$ cat src/rtl/hack_pkg.sv
// Shared Hack memory types and widths.
// Imported by RAM8 and every larger RAM tile built from it.
package hack_pkg;
   localparam int WORD_W      = 16;
   localparam int RAM8_ADDR_W = 3;
   typedef logic [WORD_W-1:0] word_t;
endpackage

$ cat src/rtl/ram8_dmux8way.sv
// 1-to-2 demux cell and the 8-way demux tree built from it.
// Routes a single strobe to one of eight one-hot outputs.
module _demux (
   input  logic in_,
   input  logic sel,
   output logic a,
   output logic b
);
   assign a = in_ & ~sel;
   assign b = in_ & sel;
endmodule

module dmux8way (
   input  logic       in_,
   input  logic [2:0] sel,
   output logic       out0,
   output logic       out1,
   output logic       out2,
   output logic       out3,
   output logic       out4,
   output logic       out5,
   output logic       out6,
   output logic       out7
);
   logic lo, hi;
   logic l0, l1, h0, h1;

   // sel[2] splits halves, sel[1] quarters, sel[0] picks the word
   _demux u_root (.in_(in_), .sel(sel[2]), .a(lo), .b(hi));

   _demux u_lo (.in_(lo), .sel(sel[1]), .a(l0), .b(l1));
   _demux u_hi (.in_(hi), .sel(sel[1]), .a(h0), .b(h1));

   _demux u_q0 (.in_(l0), .sel(sel[0]), .a(out0), .b(out1));
   _demux u_q1 (.in_(l1), .sel(sel[0]), .a(out2), .b(out3));
   _demux u_q2 (.in_(h0), .sel(sel[0]), .a(out4), .b(out5));
   _demux u_q3 (.in_(h1), .sel(sel[0]), .a(out6), .b(out7));
endmodule

$ cat src/rtl/ram8.sv
// Eight-word register file: demuxed write strobe,
// combinational read of the addressed word.
module ram8
   import hack_pkg::*;
#(
   parameter int WIDTH = WORD_W,
   parameter int DEPTH = 8
) (
   input  logic                   clk,
   input  logic                   rst_n,
   input  logic [WIDTH-1:0]       in_,
   input  logic                   load,
   input  logic [RAM8_ADDR_W-1:0] address,
   output logic [WIDTH-1:0]       out
);
   logic [7:0]       ld;
   logic [WIDTH-1:0] mem [DEPTH];

   dmux8way u_dmux (
      .in_  (load),
      .sel  (address),
      .out0 (ld[0]),
      .out1 (ld[1]),
      .out2 (ld[2]),
      .out3 (ld[3]),
      .out4 (ld[4]),
      .out5 (ld[5]),
      .out6 (ld[6]),
      .out7 (ld[7])
   );

   for (genvar i = 0; i < DEPTH; i++) begin : g_word
      always_ff @(posedge clk or negedge rst_n) begin
         if (!rst_n) begin
            mem[i] <= '0;
         end else if (ld[i]) begin
            mem[i] <= in_;
         end
      end
   end

   assign out = mem[address];
endmodule

$ cat config.mk
export PLATFORM = sky130hd
export DESIGN_NAME = ram8
export DESIGN_NICKNAME = d
export VERILOG_FILES = /design/src/rtl/hack_pkg.sv /design/src/rtl/ram8_dmux8way.sv /design/src/rtl/ram8.sv
export SDC_FILE = /design/constraint.sdc
export NUM_CORES = 1
export LEC_CHECK = 0
export CAP_MARGIN = 20
export CORE_MARGIN = 2
export CORE_UTILIZATION = 59
export CTS_CLUSTER_DIAMETER = 30
export DETAILED_ROUTE_END_ITERATION = 7
export HOLD_SLACK_MARGIN = 0.03
export PLACE_DENSITY = 0.79
export SYNTH_ARGS = -nofsm -noshare
export SYNTH_HDL_FRONTEND = slang
export SYNTH_SLANG_ARGS = --single-unit
$ cat constraint.sdc
create_clock -name clk -period 1.9 [get_ports clk]
set_input_delay 0.19 -clock clk [delete_from_list [all_inputs] [get_ports clk]]
set_output_delay 0.19 -clock clk [all_outputs]
set_load 0.05 [all_outputs]
---- Word-level counts from Yosys, hierarchy flattened ----
Index checks and enable logic that the tools add are counted.
Widths: inputs -> output; s select.
word-level totals
  ROM bits ................................ 0
  register bits after elaboration ......... 128
  latch bits .............................. 0
  output and inout bits ................... 16
  bits in writable memories ............... 0
  memories ................................ 0
operators by class
  shift-type cells ........................ 0
  bitwise gates (word level) .............. 18
  muxes and demuxes ....................... 3
  reductions and logical operators ........ 0
  order comparisons ....................... 1
  add/subtract/negate cells ............... 0
  equality and inequality tests ........... 0
  divide/modulo/power cells ............... 0
  multipliers ............................. 0
operators with widths
  cell                count
  $bmux 16 s3         1
  $mux 16             2
  $and 1x1->1         14
  $ge 4x4->1 const B  1
  $not 3->4           1
  $not 1->1           3

---- Longest topological paths before layout ----
  word-level depth ........................ 4
  gate-level depth with buffers ........... 5

---- Cells and area by module ----
Synthesis repeated with hierarchy kept, for this count alone.
unflattened totals
  cells, all modules ...................... 343
  area total of the unflattened synthesis .. 5899.4 um2
modules (own cells, without submodules)
  module  sequential area each (um2)  area an instance (um2)  instances  cells each
  ram8    3203.1                      5785.5                  1          329
  _demux  0.0                         16.3                    7          2

---- Worst setup path before layout ----
No wires, ideal clock.
  path kind ............................... input-to-output
  from .................................... in address[0]
  to ...................................... out out[0]
  stages on the path ...................... 4
  arrival ................................. 1.422 ns
  setup slack ............................. 0.288 ns
  data required time ...................... 1.710 ns
  buffers on the path ..................... 2
  cell sequence ........................... buf_6 buf_6 mux4_1 mux2_2
on the way
  word-level cells in the longest chain between the ends .. 4
RTL lines
  element                                      RTL line    source
  start: declaration                           ram8.sv:13  input logic [RAM8_ADDR_W-1:0] address,
  $not 3->4 (implied by the code)              ram8.sv:42  assign out = mem[address];
  $bmux 16 s3                                  ram8.sv:42
  $mux 16 (implied by the code) (2 in series)  ram8.sv:42
  end: declaration                             ram8.sv:14  output logic [WIDTH-1:0] out
Every way passes these cells. The select of a mux whose other input is x is not followed.

---- Final worst setup path ----
  from .................................... reg mem[61] in the netlist's numbering
  to ...................................... out out[13]
on the way
  word-level cells in the longest chain between the ends .. 3
RTL lines
  element                                      RTL line    source
  start: declaration                           ram8.sv:17  logic [WIDTH-1:0] mem [DEPTH];
  start signal: indexed assignment             ram8.sv:37  mem[i] <= in_;
  $bmux 16 s3                                  ram8.sv:42
  $mux 16 (implied by the code) (2 in series)  ram8.sv:42
Every way passes these cells. The select of a mux whose other input is x is not followed.

==> flow_metrics.env <==
export IMPL_hp_class="input pin to async pin"
export IMPL_synth_top_area_share=0.540
export IMPL_first_global_vias=3745
export IMPL_r2r_cells=3
export IMPL_gr_usage_all_layers=0.253
export IMPL_total_leakage_power_nw=3.26
export IMPL_path_cells="mux4_2 -> mux2_4 -> buf_12"
export IMPL_finalMaxSlewViolations=0
export IMPL_syn2layout_area_growth_pct=27.0
export IMPL_die_area_um2=10900
export IMPL_antenna_found_initial=0
export IMPL_cap_viol_max_count=0
export IMPL_dr_pass1_iters=4
export IMPL_crit_type="flip-flop to output port"
export IMPL_cp_max_fo=2
export IMPL_fp_row_count=36
export IMPL_synth_seq_cells=128
export IMPL_setup_tns_ps=-1890
export IMPL_status="finished with violations"
export IMPL_initial_core_util=0.607
export IMPL_drt_iter0_markers=206
export IMPL_r2r_slack_ps=870
export IMPL_vias_per_cell=5.90
export IMPL_largest_reg_flops=128
export IMPL_clkTransAtPathRegs_ps=60
export IMPL_die_x_um=104
export IMPL_ir_drop_mv=0.838
export IMPL_rsz0062_at_grt="true"
export IMPL_ys_seq_area_frac=0.540
export IMPL_wl_per_cell_um=22.0
export IMPL_crit_slowest_cell="mux4_2"
export IMPL_die_h_um=104
export IMPL_min_period_over_period=1.07
export IMPL_clkLatencyLatePin_ps=530
export IMPL_relSlewSlack=0.562
export IMPL_required_ps=1710
export IMPL_place_port_buffers=37
export IMPL_final_hold_viol_count=0
export IMPL_diodes=0
export IMPL_grt_first_pass_wirelength_um=20500
export IMPL_arrival_ps=1840
export IMPL_violations="setup timing"
export IMPL_regMostFlops="mem"
export IMPL_placed_cell_area_um2=6830
export IMPL_synth_area_leaders="dfrtp_1, mux2_2, mux4_1"
export IMPL_final_core_util=0.770
export IMPL_end_kind="output port"
export IMPL_io_pins=38
export IMPL_synth_nets=356
export IMPL_clock_sinks=128
export IMPL_cpPeakStageDelay_ps=460
export IMPL_wl_um=12400
export IMPL_setup_viol_count_final=16
export IMPL_rr_endpoint="mem[85]"
export IMPL_netlist_area_um2=5930
export IMPL_drc=0
export IMPL_drive_above_1_share=0.657
export IMPL_grt_overflow_total=0
export IMPL_finalClockSkew_ps=0
export IMPL_drt_antenna_violating_nets=0
export IMPL_p_per_area_nw_per_um2=1230
export IMPL_core_um2=9770
export IMPL_yosysTopAreaCell="dfrtp_1"
export IMPL_finalInstanceArea_um2=7530
export IMPL_worst_slew_pin_slew_ps=656
export IMPL_place_gp_congestion=0.762
export IMPL_nets=440
export IMPL_synth_distinct_cells=14
export IMPL_layout_setup_ws_ps=-134
export IMPL_syn_inst=334
export IMPL_cts_max_level=4
export IMPL_min_period_ps=2030
export IMPL_avgSynthCellArea_um2=17.8
export IMPL_fmax_ghz=0.492
export IMPL_grt_max_degree=48
export IMPL_clock_root_buffer="clkbuf_8"
export IMPL_reg_top3="mem x128"
export IMPL_hpwl_um=7740
export IMPL_cts_max_path_buffers=2
export IMPL_power_w=0.00924
export IMPL_worstReg2RegStart="mem[85]"
export IMPL_synth_warnings=0
export IMPL_vias=3329
export IMPL_cts_made_buffers=17
export IMPL_cts_tree="built"
export IMPL_start_kind="flip-flop"
[critical path: cells and delay by family, from the launching register on]
| family | cells | cell delay [ps] |
|---|---|---|
| buf+inv | 1 | 150 |
| mux | 2 | 760 |
| flops | 1 | 390 |
[worst max path at each step]
stage | start | endpoint | depth (start not counted)
final | mem[61] | out[13] | 3
after detailed placement | address[1] | mem[19] | 6
after global placement | address[1] | mem[18] | 6
after CTS | mem[33] | out[1] | 3
after floorplan | address[0] | out[0] | 4
after global routing | mem[61] | out[13] | 3
[power by group]
part	switching, W	internal [W]	total, W
clock network	0.00120	0.00202	0.00322
registers	0.000315	0.00333	0.00364
logic	0.000946	0.00142	0.00237
total	0.00246	0.00678	0.00924
[routing by layer]
layer,vias to the layer above,GRT usage,share of wire
li1,1438,-,-
met1,1792,0.345,0.44
met2,80,0.387,0.50
met3,19,0.0714,0.045
met4,0,0.106,0.015
met5,-,0,0
[what timing repair did]
| item | CTS | global route |
|---|---|---|
| endpoints found under the setup margin | 16 | 16 |
| hold endpoints to repair | 42 | 0 |
| hold buffers | 1 | 0 |
| cloned | 0 | 0 |
| buffers inserted | 12 | 4 |
| gates resized for setup | 35 | 3 |
[through the flow]
step,hold WS (ps),instances,setup slack [ps]
6_report,232,564,-134
5_1_grt,272,564,-196
4_1_cts,228,560,-166
3_5_place_dp,258,515,50.0
3_3_place_gp,245,515,67.7
2_1_floorplan,-106,334,288
[area by class of cell]
type / count / area (um^2)
Sequential cell: 128 / 3200
Multi-Input combinational cell: 184 / 2550
Fill cell: 591 / 2240
Timing Repair Buffer: 87 / 1020
Clock buffer: 18 / 428
Tap cell: 133 / 166
Clock inverter: 14 / 165
[synth_stat cells (all sizes together)]
master and number:
nand4b 3, nand4 1, nor4b 1, mux4 32
dfrtp 128, buf 22, mux2 144, and4bb 3
[logic make-up (layout without fill, tap and decap cells)]
| logic type | Yosys count | after routing | share of synthesized area |
|---|---|---|---|
| multiplexers | 176 | 176 | 0.409 |
| flip-flops | 128 | 128 | 0.540 |
| buffers and inverters | 22 | 119 | 0.0268 |
| AND/OR/NAND/NOR | 8 | 8 | 0.0245 |
[layout by cell type, fill, tap and decap left out, types with 2 or more instances in the layout]
cell type,netlist,layout
clkbuf_16,0,16
buf_4,3,40
and4bb_2,3,3
buf_12,0,26
nand4b_4,2,2
clkbuf_8,0,2
dfrtp_1,128,128
mux4_2,10,32
clkdlybuf4s50_1,0,18
clkinv_2,0,4
bufinv_16,0,3
mux2_4,0,16
mux2_2,143,127
buf_2,13,2
clkinvlp_4,0,5
No activity file was read; power rests on OpenSTA's default activity.
==> edit (same settings) <==
Register the input `in_` before use, without a reset. The logic sees it one clock later. The other inputs are not delayed to match.
--- a/src/rtl/ram8.sv
+++ b/src/rtl/ram8.sv
@@ -13,6 +13,13 @@
    input  logic [RAM8_ADDR_W-1:0] address,
    output logic [WIDTH-1:0]       out
 );
+
+   logic [WIDTH-1:0] in__q;
+
+   always_ff @(posedge clk) begin
+      in__q <= in_;
+   end
+
    logic [7:0]       ld;
    logic [WIDTH-1:0] mem [DEPTH];
 
@@ -34,7 +41,7 @@
          if (!rst_n) begin
             mem[i] <= '0;
          end else if (ld[i]) begin
-            mem[i] <= in_;
+            mem[i] <= in__q;
          end
       end
    end
Check against the original RTL: not equivalent (Yosys sat finds a counterexample within 4 cycles, from zero or initial values and one cycle with rst_n low).
==> edit against the original RTL <==
The run still ends with negative setup slack left; cell count increased by 1.8%; wire length increased by 3.2%; critical endpoint unchanged; register-to-register slack better by 0.12 ns; clock power rose by 5%; sequential cell count increased by 16; synthesized area increased by 6.1%; clock skew increased by 0.013 ns; design area is 3.5% higher; setup slack got worse by 0.0024 ns; power rose by 5.5%; critical path depth unchanged.
==> edit: results (changes against the original RTL) <==
- Status: finished with violations
- Violated checks: negative setup slack
- Total number of nets in the final design: 447 (+1.6%)
- Number of setup violations in the final report: 16 (unchanged)
- Least setup slack across all paths after layout: -0.1367 ns (-0.002387 ns)
- Worst reg2reg path endpoint: mem[82]
- Vias: 3390 (+1.8%)
- First-pass GRT wire length: 21310 um (+4.1%)
- Violation count after the first detailed-route iteration: 186 (-9.7%)
- Relative slew slack: 69.37% (+13 points)
- Detailed-routed wire length on met3: 392 um (-30%)
- Wire length the detailed router placed on met1: 5507 um (+1.6%)
- Most frequent cells after synthesis: 143 x sky130_fd_sc_hd__mux2_2, 128 x sky130_fd_sc_hd__dfrtp_1, 31 x sky130_fd_sc_hd__mux4_1, 16 x sky130_fd_sc_hd__dfxtp_1, 14 x sky130_fd_sc_hd__buf_2
- Routed wire length per instance: 22.34 um (+1.4%)
- Detailed Place HPWL: 7979 um (+3.1%)
- Share of cell area taken by muxes after synthesis: 39.07% (-1.8 points)
- Buffers inserted during post-CTS setup optimization: 6 (-6)
- Lkg Pwr: 3.377 nW (+3.5%)
- Synthesized netlist net count: 372 (+4.5%)
- Routing usage on met3: 6.295% (-0.85 points)
- Cell depth of the worst flop-to-flop path: 2 (-1)
- Worst slack after detailed placement: 0.03745 ns (-0.01253 ns)
- Final RePlAce weighted congestion: 0.7253 (-4.8%)
- R2R setup slack: 0.99 ns (+0.12 ns)
- Global-route met1 utilization: 33.43% (-1.1 points)
==> edit: logic make-up (layout without fill, tap and decap cells) <==
group	after synthesis	count (layout)
buffers and inverters	22	110
AND/OR/NAND/NOR	8	8
multiplexers	176	176
flip-flops	144	144
==> edit: report_power, final <==
group          internal, mW  total, mW  switching, mW
registers              3.68       4.05          0.361
logic                  1.39       2.32          0.923
clock network          2.15       3.38           1.23
==> edit: through the flow <==
stage	instance area, um^2	power (mW)	hold slack, ns	TNS (ns)
after detailed placement	7147	6.196	0.1720	0
after global routing	7795	10.14	0.07395	-2.823
final	7795	9.741	0.09787	-1.970
after CTS	7757	9.774	0.07543	-2.378
after floorplan	6294	5.302	-0.1056	0
after global placement	7147	6.081	0.1686	0
==> edit: layout make-up <==
class	instances	area [um^2]	area share, %
clock buffers	20	435.4	5.586
clock inverters	12	165.2	2.119
multi-input cells	184	2560	32.84
flip-flops and latches	144	3523	45.20
well taps	136	170.2	2.183
repair buffers	78	940.9	12.07
